===== src/rtl/ncu_ucb_link_mon.sv =====
// Per-channel UCB link protocol monitor: frames vld/data beats into packets, captures headers,
// counts completions and keeps sticky protocol-violation flags.
//
// state | meaning
// IDLE  | waiting for the first beat of a packet
// BEAT  | inside a packet, beat_cnt beats already received
module ncu_ucb_link_mon #(
  parameter int NUM_CH    = 4,
  parameter int DATA_W    = 4,
  parameter int PKT_BEATS = 32,
  parameter int HDR_BEATS = 16,
  parameter int CNT_W     = 16,
  parameter int STALL_MAX = 64
) (
  input  logic                           iol2clk,
  input  logic                           rst,
  input  logic                           enable,
  input  logic                           clr_err,
  input  logic [NUM_CH-1:0]              ch_vld,
  input  logic [NUM_CH*DATA_W-1:0]       ch_data,
  input  logic [NUM_CH-1:0]              ch_stall,
  output logic [NUM_CH-1:0]              pkt_done,
  output logic [NUM_CH*HDR_BEATS*DATA_W-1:0] hdr_out,
  output logic [NUM_CH*CNT_W-1:0]        pkt_cnt,
  output logic [NUM_CH*4-1:0]            err_flags,
  output logic                           err_any
);

  localparam int HDR_W = HDR_BEATS * DATA_W;
  localparam int BW    = $clog2(PKT_BEATS);
  localparam int SW    = $clog2(STALL_MAX + 1);

  typedef enum logic {IDLE = 1'b0, BEAT = 1'b1} state_t;

  logic [NUM_CH*4-1:0] err_nxt_all;

  for (genvar i = 0; i < NUM_CH; i++) begin : g_ch
    state_t            state, state_nxt;
    logic [BW-1:0]     beat_cnt;
    logic [SW-1:0]     stall_rem;
    logic              stall_q;
    logic [HDR_W-1:0]  shadow, shadow_nxt;
    logic [HDR_W-1:0]  hdr_q;
    logic [CNT_W-1:0]  cnt_q;
    logic [3:0]        err_q, err_nxt;
    logic              done_q;
    logic              start_ev, beat_ev, last_ev, short_ev, stall_to_ev, sat_ev;
    logic              vld, stall;
    logic [DATA_W-1:0] beat;

    assign vld   = ch_vld[i];
    assign stall = ch_stall[i];
    assign beat  = ch_data[i*DATA_W +: DATA_W];

    always_ff @(posedge iol2clk) begin
      if (rst) state <= IDLE;
      else     state <= state_nxt;
    end

    always_comb begin
      state_nxt = state;
      if (!enable) begin
        state_nxt = IDLE;
      end else begin
        case (state)
          IDLE:    if (vld) state_nxt = BEAT;
          BEAT:    if (!vld || int'(beat_cnt) == PKT_BEATS - 1) state_nxt = IDLE;
          default: state_nxt = IDLE;
        endcase
      end
    end

    always_comb begin
      start_ev    = enable && (state == IDLE) && vld;
      beat_ev     = enable && (state == BEAT) && vld;
      last_ev     = beat_ev && (int'(beat_cnt) == PKT_BEATS - 1);
      short_ev    = enable && (state == BEAT) && !vld;
      stall_to_ev = enable && stall && (stall_rem == SW'(1));
      sat_ev      = last_ev && (&cnt_q);
      shadow_nxt  = shadow;
      for (int s = 0; s < HDR_BEATS; s++) begin
        if ((start_ev && s == 0) || (beat_ev && int'(beat_cnt) == s))
          shadow_nxt[s*DATA_W +: DATA_W] = beat;
      end
      // a set event in the same cycle as clr_err must survive the clear
      err_nxt = (clr_err ? 4'b0000 : err_q) |
                {sat_ev, start_ev && stall_q, stall_to_ev, short_ev};
    end

    always_ff @(posedge iol2clk) begin
      if (rst) begin
        beat_cnt  <= '0;
        stall_rem <= SW'(STALL_MAX);
        stall_q   <= 1'b0;
        shadow    <= '0;
        hdr_q     <= '0;
        cnt_q     <= '0;
        err_q     <= '0;
        done_q    <= 1'b0;
      end else begin
        stall_q <= stall;
        shadow  <= shadow_nxt;
        done_q  <= last_ev;
        err_q   <= err_nxt;
        if (start_ev)     beat_cnt <= BW'(1);
        else if (beat_ev) beat_cnt <= beat_cnt + BW'(1);
        if (last_ev) begin
          hdr_q <= shadow_nxt;
          if (!(&cnt_q)) cnt_q <= cnt_q + CNT_W'(1);
        end
        // stall-run timer counts down from STALL_MAX; terminal count parks at zero
        if (!enable || !stall)     stall_rem <= SW'(STALL_MAX);
        else if (stall_rem != '0)  stall_rem <= stall_rem - SW'(1);
      end
    end

    assign pkt_done[i]                  = done_q;
    assign hdr_out[i*HDR_W +: HDR_W]    = hdr_q;
    assign pkt_cnt[i*CNT_W +: CNT_W]    = cnt_q;
    assign err_flags[i*4 +: 4]          = err_q;
    assign err_nxt_all[i*4 +: 4]        = err_nxt;
  end

  always_ff @(posedge iol2clk) begin
    if (rst) err_any <= 1'b0;
    else     err_any <= |err_nxt_all;
  end

endmodule


===== config.mk =====
export PLATFORM = sky130hd
export DESIGN_NAME = ncu_ucb_link_mon
export DESIGN_NICKNAME = d
export VERILOG_FILES = /design/src/rtl/ncu_ucb_link_mon.sv
export SDC_FILE = /design/constraint.sdc
export NUM_CORES = 1
export LEC_CHECK = 0
export CAP_MARGIN = 10
export CELL_PAD_IN_SITES_DETAIL_PLACEMENT = 0
export CELL_PAD_IN_SITES_GLOBAL_PLACEMENT = 1
export CORE_ASPECT_RATIO = 1.25
export CORE_MARGIN = 2
export CORE_UTILIZATION = 37
export DETAILED_ROUTE_END_ITERATION = 10
export GPL_ROUTABILITY_DRIVEN = 0
export HOLD_SLACK_MARGIN = 0.08
export PLACE_DENSITY = 0.75
export SLEW_MARGIN = 20
export SYNTH_ARGS = -nofsm -noshare
export SYNTH_HDL_FRONTEND = slang
export SYNTH_SLANG_ARGS = --single-unit

===== constraint.sdc =====
create_clock -name iol2clk -period 2.4 [get_ports iol2clk]
set_clock_uncertainty 0.15 [all_clocks]
set_input_delay 0.6 -clock iol2clk [delete_from_list [all_inputs] [get_ports iol2clk]]
set_output_delay 0.6 -clock iol2clk [all_outputs]
set_load 0.005 [all_outputs]

==> impl_metrics.ini, run 1 <==
[run_status]
outcome = completed

[finish]
finish.utilization_pct = 49.7
area_delta_synth_final_pct = 33.2
area.sequential_um2 = 13100
footprint_of_the_multi_input_gates_um2 = 10800
num-fill-cells = 6078
final_net_count = 3045
layout-drive-gt1-share_pct = 12.3

[placement]
placement.io_buffers = 368
dp.final_hpwl_um = 45300

[sta]
worst_slew_margin_rel_pct = 50.6
timing.hold.ws_ps = 181
hold_viol = 0
timing.fmax_mhz = 430
setup_viol = 0
fin_crit_ps = 2320
slew_viol_final = 0
final.period_utilization_pct = 96.8
grt_setup_unrepaired = yes
tightest_slew_ps = 741

[critical_path]
cpMaxStageDelayCell = clkdlybuf4s50_1
worst_setup_path_start_kind = flop
setup.worst_path.class = flop to output pin
critical_path.cell_chain = clkdlybuf4s50_1
critical_path.n_buffers_inverters = 1
critPathCaptureType = output pin
critical_path.max_fanout = 6
crit_start = g_ch[2].cnt_q[9]$_SDFFE_PP0P_
crit_arrival_ps = 1570
critical-path-top-delay-family = buffers and inverters
critPathRequiredTime_ps = 1650
max_stage_delay_ps = 550
r2r_start = g_ch[2].beat_cnt[0]$_SDFFE_PP0P_

[global_routing]
residual_overflow_from_global_routing = 0
maximum_number_of_pins_on_one_net_before_global_route_repair = 166
number_of_global_route_vias_before_repair = 19100
initial_antenna_violation_count = 3
first_pass_grt_wire_length_um = 104000
grt_use_total_pct = 18.9

[logic_synthesis]
synth-main-ff-cell = dfxtp_1
post_synthesis_register_bit_count = 653
number_of_enable_flip_flop_cells_after_synthesis = 0
postSynthNetCount = 2616
synth_sequential_area_ratio_pct = 53.4
synth.yosys.warnings = 0
post_synthesis_cells = 2548
proportion_of_synthesized_flip_flops_having_asynchronous_set_or_reset_pct = 0
synth_area_per_cell_um2 = 9.61
synth_area_um2 = 24500
synth_cell_types = 51

[hold_path]
hold_path_class = input pin to flop
hp-start = rst

[cts]
worstSkewPairLatency_ps = 590
tritoncts = built
clk_transition_reported_paths_ps = 60
numCtsBuffers = 69
cts_hold_repair.buffers = 0
clock_sinks = 653
cts_max_path_buffers = 3
htree_num_levels = 3
clock-root-buffer = clkbuf_16

[routing]
via_count = 19300
via_per_inst = 4.97
wl_per_cell_um = 16.9
final_antenna_net_count = 0
drt_pre_antenna_iters = 4
drt_iter0_drc = 856
wirelength_um = 65800
drt_drc_violations_left = 0

[power_and_ir_drop]
power_per_cell_area_nw_per_um2 = 704
ir_worst_vdd_mv = 0.526
p_leak_uw = 0.0111

[run]
cap_violations = 0

[floorplanning]
initial_utilization_pct = 37.3
design.die.area_um2 = 68300
std_cell_rows = 105
fp.dieH_um = 292
fp.coreArea_um2 = 65600
num_io_pins = 369
die_x_um = 234
## where the power goes
part	leakage (µW)	internal (µW)	switching, µW
combinational	0.00465	259	458
sequential	0.00527	10900	38.8
clock	0.00120	6850	4460
total	0.0111	18000	4950
## synthesized netlist by cell type, types with 8 or more instances
cell type	instances	area [µm²]
buf_1	8	30.0
nor2b_1	8	50.1
nor3_1	36	180
nand3_1	45	225
nor2_1	649	2440
or3_1	13	81.3
buf_2	32	160
nor4_1	23	144
dfxtp_1	653	13100
nand2b_1	8	50.1
inv_1	35	131
nor2_4	11	124
nand4_1	20	125
clkbuf_1	116	435
and3_1	13	81.3
xnor2_1	64	561
nor2_2	33	206
nor3b_1	13	97.6
a21oi_1	39	195
mux2i_1	256	2560
o21ai_0	19	95.1
nand2_1	68	255
a211oi_1	267	2000
ha_1	40	500
## kinds of logic after synthesis
group / count (synthesis) / synth area share, %
compound gates: 337 / 9.79
xor+xnor: 71 / 2.54
fa+ha+maj: 40 / 2.04
buf+inv: 200 / 3.38
flops: 653 / 53.4
mux: 256 / 10.5
simple gates: 991 / 18.4
## worst paths after layout
check / end / slack, ps / cells after the start
setup reg to reg: g_ch[2].cnt_q[9]$_SDFFE_PP0P_ / 110 / 8
setup / recovery: pkt_cnt[41] / 80 / 1
hold / removal: g_ch[2].shadow[28]$_SDFF_PP0_ / 180 / 2
hold reg to reg: g_ch[1].shadow[53]$_SDFF_PP0_ / 340 / 2
## cell type report
cell class / count / area share (%)
sequential: 653 / 40.1
multi-input combinational: 1695 / 33.0
timing repair buffer: 522 / 15.6
clock buffer: 94 / 6.27
tap: 856 / 3.28
clock inverter: 30 / 1.22
inverter: 36 / 0.414
antenna: 1 / 0.00768
## cells in the final DEF (no fill, tap or decap), drive strengths merged, types with 6 or more instances in the layout
cell type / n
clkinv: 15
nand3b: 7
nor3b: 13
inv: 38
ha: 40
dlygate4sd2: 12
buf: 154
and4: 6
or4: 6
or3: 15
nand2b: 8
xnor2: 64
nand2: 72
a21oi: 39
and3: 13
dfxtp: 653
a211oi: 267
nand4b: 7
clkbuf: 96
nand3: 45
nor3: 36
nor2b: 8
mux2i: 256
o21ai: 19
xor2: 7
nor2: 693
nand4: 23
bufinv: 8
nor4: 24
clkdlybuf4s50: 352
## registers in the layout (all words and copies together) (netlist names)
register,cells
g_ch.done_q,4
err_any,1
g_ch.state,4
g_ch.cnt_q,64
g_ch.beat_cnt,20
g_ch.shadow,256
g_ch.stall_q,4
g_ch.err_q,16
g_ch.stall_rem,28
g_ch.hdr_q,256
## per-stage QoR
step / power (µW) / worst slack (ps) / instance area [µm²] / TNS, ps / std cells
after global routing: 23800 / -29.1 / 32600 / -75.4 / 3887
after detailed placement: 11900 / -378 / 29900 / -87910 / 3759
after CTS: 23300 / 0.109 / 32400 / 0 / 3883
after global placement: 11900 / -373 / 29900 / -76230 / 3759
final: 23000 / 75.6 / 32600 / 0 / 3887
after floorplan: 11600 / 5.29 / 24500 / 0 / 2548
## layer usage
metal | up-vias | global-route usage (%) | share of wire [%]
li1 | 9627 | - | -
met1 | 9199 | 23.2 | 43
met2 | 381 | 31.7 | 48
met3 | 94 | 5.10 | 6.2
met4 | 2 | 6.14 | 2.3
met5 | - | 0 | 0.017
## repair_timing
item,4_1_cts,5_1_grt
resized for setup,22,36
gates cloned,0,2
setup endpoints to repair,28,88
buffers inserted,0,1
pin swaps,1,5
Power figures use the tool's default switching activity.
==> inputs of run 2 (changes only) <==
--- a/config.mk
+++ b/config.mk
@@ -15,7 +15,7 @@
 export GPL_ROUTABILITY_DRIVEN = 0
 export HOLD_SLACK_MARGIN = 0.08
 export PLACE_DENSITY = 0.75
-export SLEW_MARGIN = 20
+export SLEW_MARGIN = 10
 export SYNTH_ARGS = -nofsm -noshare
 export SYNTH_HDL_FRONTEND = slang
 export SYNTH_SLANG_ARGS = --single-unit
==> results of run 2 <==
Final layout, timing and power as in run 1 (identical DEF).
